### src/rtl/adder_pkg.sv
// Shared types and helpers for the pipelined ripple-carry adder/subtractor.
package adder_pkg;

  typedef enum logic {
    OP_ADD = 1'b0,
    OP_SUB = 1'b1
  } adder_op_e;

  // Bits rippled per pipeline stage.
  function automatic int chunk_width(input int width, input int stages);
    return width / stages;
  endfunction

endpackage

### src/rtl/adder_chunk.sv
// Combinational ripple-carry slice of CHUNK bits; also exposes the carry into
// its MSB so the top can form signed overflow on the final chunk.
module adder_chunk #(
  parameter int CHUNK = 4
) (
  input  logic [CHUNK-1:0] a,
  input  logic [CHUNK-1:0] b,
  input  logic             ci,
  output logic [CHUNK-1:0] s,
  output logic             co,
  output logic             c_msb_in
);

  logic [CHUNK:0] c;

  // NOTE: combinational logic uses blocking assignments so each bit sees the
  // carry computed by the previous loop iteration.
  always_comb begin
    s    = '0;
    c    = '0;
    c[0] = ci;
    for (int i = 0; i < CHUNK; i++) begin
      s[i]   = a[i] ^ b[i] ^ c[i];
      c[i+1] = (a[i] & b[i]) | (c[i] & (a[i] ^ b[i]));
    end
  end

  assign co       = c[CHUNK];
  assign c_msb_in = c[CHUNK-1];

endmodule

### src/rtl/pipelined_ripple_adder.sv
// Pipelined ripple-carry adder/subtractor: one CHUNK-bit carry slice per stage,
// operands skewed forward, partial sums deskewed, single global stall.
module pipelined_ripple_adder
  import adder_pkg::*;
#(
  parameter int WIDTH  = 16,
  parameter int STAGES = 4
) (
  input  logic             clk,
  input  logic             rst_n,
  input  logic             in_valid,
  output logic             in_ready,
  input  logic [WIDTH-1:0] in_a,
  input  logic [WIDTH-1:0] in_b,
  input  logic             in_ci,
  input  logic             in_op,
  output logic             out_valid,
  input  logic             out_ready,
  output logic [WIDTH-1:0] out_sum,
  output logic             out_co,
  output logic             out_ovf
);

  localparam int CHUNK = chunk_width(WIDTH, STAGES);

  if (WIDTH < 1 || STAGES < 1 || (WIDTH % STAGES) != 0) begin : g_param_check
    $error("pipelined_ripple_adder: WIDTH must be a positive multiple of STAGES");
  end

  logic adv;
  logic is_sub;

  // Stage inputs (combinational) and stage registers.
  logic [WIDTH-1:0] a_in   [STAGES];
  logic [WIDTH-1:0] b_in   [STAGES];
  logic [WIDTH-1:0] s_in   [STAGES];
  logic             c_in   [STAGES];
  logic             v_in   [STAGES];
  logic [WIDTH-1:0] s_next [STAGES];

  logic [WIDTH-1:0] a_q [STAGES];
  logic [WIDTH-1:0] b_q [STAGES];
  logic [WIDTH-1:0] s_q [STAGES];
  logic             c_q [STAGES];
  logic             v_q [STAGES];
  logic             ovf_q;

  logic [CHUNK-1:0] s_chunk [STAGES];
  logic             co      [STAGES];
  logic             c_msb   [STAGES];

  // Whole pipe moves together; a full output slot blocks everything behind it.
  assign adv      = ~out_valid | out_ready;
  assign in_ready = adv;
  assign is_sub   = (adder_op_e'(in_op) == OP_SUB);

  always_comb begin
    a_in[0] = in_a;
    b_in[0] = is_sub ? ~in_b : in_b;
    c_in[0] = is_sub | in_ci;
    v_in[0] = in_valid;
    s_in[0] = '0;
    for (int k = 1; k < STAGES; k++) begin
      a_in[k] = a_q[k-1];
      b_in[k] = b_q[k-1];
      c_in[k] = c_q[k-1];
      v_in[k] = v_q[k-1];
      s_in[k] = s_q[k-1];
    end
  end

  for (genvar k = 0; k < STAGES; k++) begin : g_stage
    adder_chunk #(.CHUNK(CHUNK)) u_chunk (
      .a        (a_in[k][k*CHUNK +: CHUNK]),
      .b        (b_in[k][k*CHUNK +: CHUNK]),
      .ci       (c_in[k]),
      .s        (s_chunk[k]),
      .co       (co[k]),
      .c_msb_in (c_msb[k])
    );
  end

  // Lower chunks ride along from earlier stages; this stage fills in its own.
  always_comb begin
    for (int k = 0; k < STAGES; k++) begin
      s_next[k]                   = s_in[k];
      s_next[k][k*CHUNK +: CHUNK] = s_chunk[k];
    end
  end

  // NOTE: sequential state uses non-blocking assignments; the datapath registers
  // are reset too because out_sum/out_co/out_ovf must read zero after reset.
  always_ff @(posedge clk or negedge rst_n) begin
    if (!rst_n) begin
      for (int k = 0; k < STAGES; k++) begin
        a_q[k] <= '0;
        b_q[k] <= '0;
        s_q[k] <= '0;
        c_q[k] <= 1'b0;
        v_q[k] <= 1'b0;
      end
      ovf_q <= 1'b0;
    end else if (adv) begin
      for (int k = 0; k < STAGES; k++) begin
        a_q[k] <= a_in[k];
        b_q[k] <= b_in[k];
        s_q[k] <= s_next[k];
        c_q[k] <= co[k];
        v_q[k] <= v_in[k];
      end
      ovf_q <= co[STAGES-1] ^ c_msb[STAGES-1];
    end
  end

  assign out_valid = v_q[STAGES-1];
  assign out_sum   = s_q[STAGES-1];
  assign out_co    = c_q[STAGES-1];
  assign out_ovf   = ovf_q;

endmodule

### config.mk
export PLATFORM = sky130hd
export DESIGN_NAME = pipelined_ripple_adder
export DESIGN_NICKNAME = d
export VERILOG_FILES = /design/src/rtl/adder_pkg.sv /design/src/rtl/adder_chunk.sv /design/src/rtl/pipelined_ripple_adder.sv
export SDC_FILE = /design/constraint.sdc
export NUM_CORES = 1
export LEC_CHECK = 0
export CORE_MARGIN = 5
export CORE_UTILIZATION = 35
export DETAILED_ROUTE_END_ITERATION = 7
export GPL_ROUTABILITY_DRIVEN = 1
export SETUP_SLACK_MARGIN = 0.2
export SLEW_MARGIN = 40
export SYNTH_ARGS = -nofsm -noshare
export SYNTH_HDL_FRONTEND = slang
export SYNTH_SLANG_ARGS = --single-unit
### constraint.sdc
create_clock -name clk -period 2.8 [get_ports clk]
set_input_delay 0.28 -clock clk [delete_from_list [all_inputs] [get_ports clk]]
set_output_delay 0.28 -clock clk [all_outputs]
set_load 0.005 [all_outputs]
### After elaboration in Yosys (flattened, before gate mapping)

Cells that the tools add are included.

* output and inout port bits: 20
* flip-flop bits (word level): 145

* mux-type cells: 1
* bitwise gates (word level): 85

Operators by type and width (count)
* $xor A1 B1 Y1: 33
* $and A1 B1 Y1: 32
* $or A1 B1 Y1: 18
* $mux W16: 1
* $not A16 Y16: 1
* $not A1 Y1: 1

### Logic depth before layout (Yosys ltp)

* depth after elaboration: 11
* gate-level depth with buffers: 11
* mapped depth without buffers: 9

### By module

A second synthesis with hierarchy kept.

* cells, all modules: 274
* area total of the unflattened synthesis: 4284.1 um^2

By module, submodules not included
* pipelined_ripple_adder: sequential area each 2427.3 um^2, area an instance 3843.7 um^2, times used 1, cells an instance 226
* adder_chunk: sequential area each 0.0 um^2, area an instance 110.1 um^2, times used 4, cells an instance 12

### Worst setup path after synthesis

Ideal clock, no wire load.

* kind: in2reg
* start point: in in_op
* end point: reg s_q, in the netlist s_in[35]
* cell stages on the path: 11
* slack: 198 ps
* setup time: 125 ps
* required time: 2675 ps
* arrival: 2478 ps
* cells stage by stage: buf_2 buf_4 xnor2_1 fa_1 inv_1 fa_1 inv_1 fa_1 inv_1 fa_1 mux2_2

* word-level cells in the longest chain between the ends: 9
* elaborated cells between the ends (all ways): 16
* classes of those cells: mux (1); bitwise (15)

RTL lines
* from (decl): line pipelined_ripple_adder.sv:16 `input logic in_op,`
* $mux W16: line pipelined_ripple_adder.sv:59 `b_in[0] = is_sub ? ~in_b : in_b;`
* $xor A1 B1 Y1: line adder_chunk.sv:24 `c[i+1] = (a[i] & b[i]) | (c[i] & (a[i] ^ b[i]));`
* $and A1 B1 Y1: line adder_chunk.sv:24
* $or A1 B1 Y1: line adder_chunk.sv:24
* $and A1 B1 Y1: line adder_chunk.sv:24
* $or A1 B1 Y1: line adder_chunk.sv:24
* $and A1 B1 Y1: line adder_chunk.sv:24
* $or A1 B1 Y1: line adder_chunk.sv:24
* $xor A1 B1 Y1 (*): line adder_chunk.sv:23 `s[i] = a[i] ^ b[i] ^ c[i];`
* net g_stage[0].u_chunk.s[3]: line adder_chunk.sv:9 `output logic [CHUNK-1:0] s,`
* to (signal, indexed assignment): line pipelined_ripple_adder.sv:107 `s_q[k] <= s_next[k];`
* to (decl): line pipelined_ripple_adder.sv:43 `logic [WIDTH-1:0] s_q [STAGES];`

The timed path passes the listed nets; every way through them passes the cells marked *.
A chain may end at the register's enable or synchronous reset.

### Worst setup path after layout

* start point: in in_b[0]
* end point: reg s_q, in the netlist s_in[35]

* word-level cells in the longest chain between the ends: 10
* elaborated cells between the ends (all ways): 11
* classes of those cells: mux (1); bitwise (10)

RTL lines
* from (decl): line pipelined_ripple_adder.sv:14 `input logic [WIDTH-1:0] in_b,`
* $not A16 Y16: line pipelined_ripple_adder.sv:59
* $mux W16 (*): line pipelined_ripple_adder.sv:59
* $xor A1 B1 Y1: line adder_chunk.sv:24
* $and A1 B1 Y1: line adder_chunk.sv:24
* $or A1 B1 Y1 (*): line adder_chunk.sv:24
* $and A1 B1 Y1 (*): line adder_chunk.sv:24
* $or A1 B1 Y1 (*): line adder_chunk.sv:24
* $and A1 B1 Y1 (*): line adder_chunk.sv:24
* $or A1 B1 Y1 (*): line adder_chunk.sv:24
* $xor A1 B1 Y1 (*): line adder_chunk.sv:23
* net g_stage[0].u_chunk.s[3]: line adder_chunk.sv:9

Marks and branches as above.

==> metrics.txt <==
Die Y around 120 microns; Synth cell types 18; FFs w/ async S/R, synth 100%; TNS Setup 0 ps; Setup CP Type input pin to flip-flop; Seq/Total Area, Yosys between 50% and 60%; top post-synthesis cells by count dfrtp_1 (97), mux2_2 (79), inv_1 (26); fmax 417 MHz; die width about 120 microns; pwr dens approximately 1100 nW/um^2; hold crit path type flip-flop to flip-flop; crit-path max cell delay about 430 ps; count leader, synth dfrtp_1; Mapped Nets roughly 340; Critical Path Slowest Stage Cell clkdlybuf4s50_1; total power draw ~5.7 mW; number of synthesized flops with an enable pin 0; Slew HR approximately 60%; first-pass GRT wire length ~13,000 microns; RSZ-0062 raised after global routing false; Critical Path AT roughly 2600 ps; Cell Count, Final, Fillers Out 493; Root Driver clkbuf_16; total gr overflow 0; Clock Skew around 9.4 ps; Wirelength per Cell between 15 and 20 microns; die area 14,500 sq um; Most used DFF post-synth dfrtp_1; drt first pass iters 4; synthesis-to-finish area growth 24.8%; run status finished, final reports clean; endpoints failing hold 0; Num CTS Buffers 9; Final WS setup 402 ps; final setup fails 0; Least-Margin Pin Slew around 600 ps; layout cells sized above 1 32.9%; final WL 7460 microns; Post-Syn Instances 281; core area 12,000 sq um; crit-path cells clkdlybuf4s50_1 -> xnor2_1 -> fa_1 -> inv_1 -> fa_1 -> inv_1 -> fa_1 -> inv_1 -> fa_1 -> mux2_2; htree depth 3; Avg Inst Size Synth about 15 sq um; placed cell count 476; Clock Pin Slew Worst Setup and Hold Paths about 70 ps; Tcrit/Tclk final 85.6%; # diodes 0; antenna violations before repair 0; mapped cell area ~4300 sq um; Leakage between 2 and 2.5 nW; Crit path max-delay family adder cells; vias in the first global route ~2.5k; top cell type's share of synthesized area 57.0%; total of max-cap violations 0; Final nets between 300 and 400; Starting DRT DRC Count 76; gpl congestion between 0.7 and 0.8; input/output buffers between 50 and 60; gr usage total 11.2%; largest net degree at the start of global routing 53; worst hold slack about 480 ps; Max VDD drop ~0.00039 V; Starting Density a little over a third; number of synthesized register bits 97; most numerous cell on the critical path fa_1; clock buffer depth 2; Multi-input gate area approximately 1600 sq um; top cells by area, synth dfrtp_1 (57%), mux2_2 (21%), fa_1 (7.5%), xor2_1 (2.5%), inv_1 (2.3%); WP data required around 3000 ps; DRC 0; io pins 58; CTS tree yes; WP buf/inv 4; Register Area 2430 sq um; vias about 2.2k; critical path launch point type input pin; row cnt 40; top cell type by total area after synthesis dfrtp_1; Final ANT Viol Nets 0; DP Wirelength approximately 5100 microns; Synth Warn # 0; fill count around 1.1k; pre-CTS setup slack -149 ps; CP Capture Type flip-flop; pins over their slew limit 0; DR vias/cell about 4.5; clk_lat worst skew 330 ps; CP max FO 1; Sink Count 97; Final Critical Period around 2400 ps
[timing repair]
item | in CTS | in global routing
resized for setup | 0 | 1
buffers inserted | 0 | 0
hold endpoints to repair | 29 | 0
setup endpoints to repair | 0 | 1
hold buffers | 1 | 0
[final timing paths]
| kind | from | end | slack [ps] | cells after the start |
|---|---|---|---|---|
| hold reg to reg | v_in[0] | out_valid | 480 | 1 |
| setup reg to reg | a_in[12] | out_ovf | 540 | 9 |
| hold / removal | v_in[0] | out_valid | 480 | 1 |
| min in group asynchronous | rst_n | out_sum[3] | 510 | 2 |
| setup / recovery | in_b[0] | s_in[35] | 400 | 10 |
| max in group asynchronous | rst_n | b_in[12] | 1590 | 3 |
[cell families (layout without fill, tap and decap cells)]
kind of cell	count (synthesis)	count (layout)	synth area share [%]
xor gates and xnor gates	17	17	3.50
muxes	85	85	22.8
buffers and inverters	41	106	4.64
adders and majority gates	16	16	7.52
AOI/OAI and AO/OA	11	11	2.09
and+or+nand+nor	14	14	2.50
DFF	97	97	57.0
[per-layer routing]
layer	track usage, %	up-vias	part of all wire, %
met5	0	-	0
met2	18.2	33	50
met3	2.15	7	2.8
li1	-	1046	-
met1	15.0	1153	46
met4	4.25	0	1.5
[layout make-up]
type | instances | area share, %
sequential | 97 | 45.7
multi-input combinational | 143 | 30.7
timing repair buffer | 64 | 12.2
clock buffer | 12 | 4.64
tap | 147 | 3.46
inverter | 26 | 1.84
clock inverter | 4 | 1.44
[flip-flops by register name, indices dropped and copies added, names as in the netlist]
register and cells:
out_co 1, out_valid 1, v_in 3, b_in 24
c_in 3, s_in 24, a_in 24, out_sum 16
out_ovf 1
[power by group]
group	internal [mW]	total (mW)	leakage [nW]	switching, mW
logic	1.23	1.96	1.01	0.738
clock network	0.810	1.32	0.153	0.508
registers	2.04	2.40	1.12	0.361
[cell usage in the layout (no fill, tap or decap), drive strengths merged]
| cell type | netlist | final |
|---|---|---|
| mux2 | 83 | 83 |
| xnor2 | 5 | 5 |
| clkbuf | 2 | 12 |
| nor2 | 1 | 1 |
| clkdlybuf4s50 | 0 | 55 |
| xor2 | 12 | 12 |
| inv | 26 | 26 |
| buf | 13 | 7 |
| clkinv | 0 | 1 |
| nor3b | 11 | 11 |
| dfrtp | 97 | 97 |
| clkinvlp | 0 | 1 |
| bufinv | 0 | 2 |
| dlymetal6s2s | 0 | 1 |
| a21oi | 11 | 11 |
| dlygate4sd3 | 0 | 1 |
| nand2b | 2 | 2 |
| fa | 16 | 16 |
| mux2i | 2 | 2 |
[worst reg2reg max path: cells and delay by family, from the launching register on]
kind / cells / cell delay (ps)
multiplexers: 1 / 260
XOR/XNOR: 1 / 80
adder cells (fa/ha/maj): 4 / 1190
buffers and inverters: 3 / 220
flip-flops: 1 / 400
[metrics by stage]
| stage | cell area [sq um] | utilization, % |
|---|---|---|
| detailed placement | 4980 | 41.6 |
| global route | 5320 | 44.4 |
| CTS | 5310 | 44.4 |
| floorplan | 4260 | - |
| global placement | 4980 | 41.6 |
| finish | 5320 | 44.4 |
(Power assumes the default switching activity.)
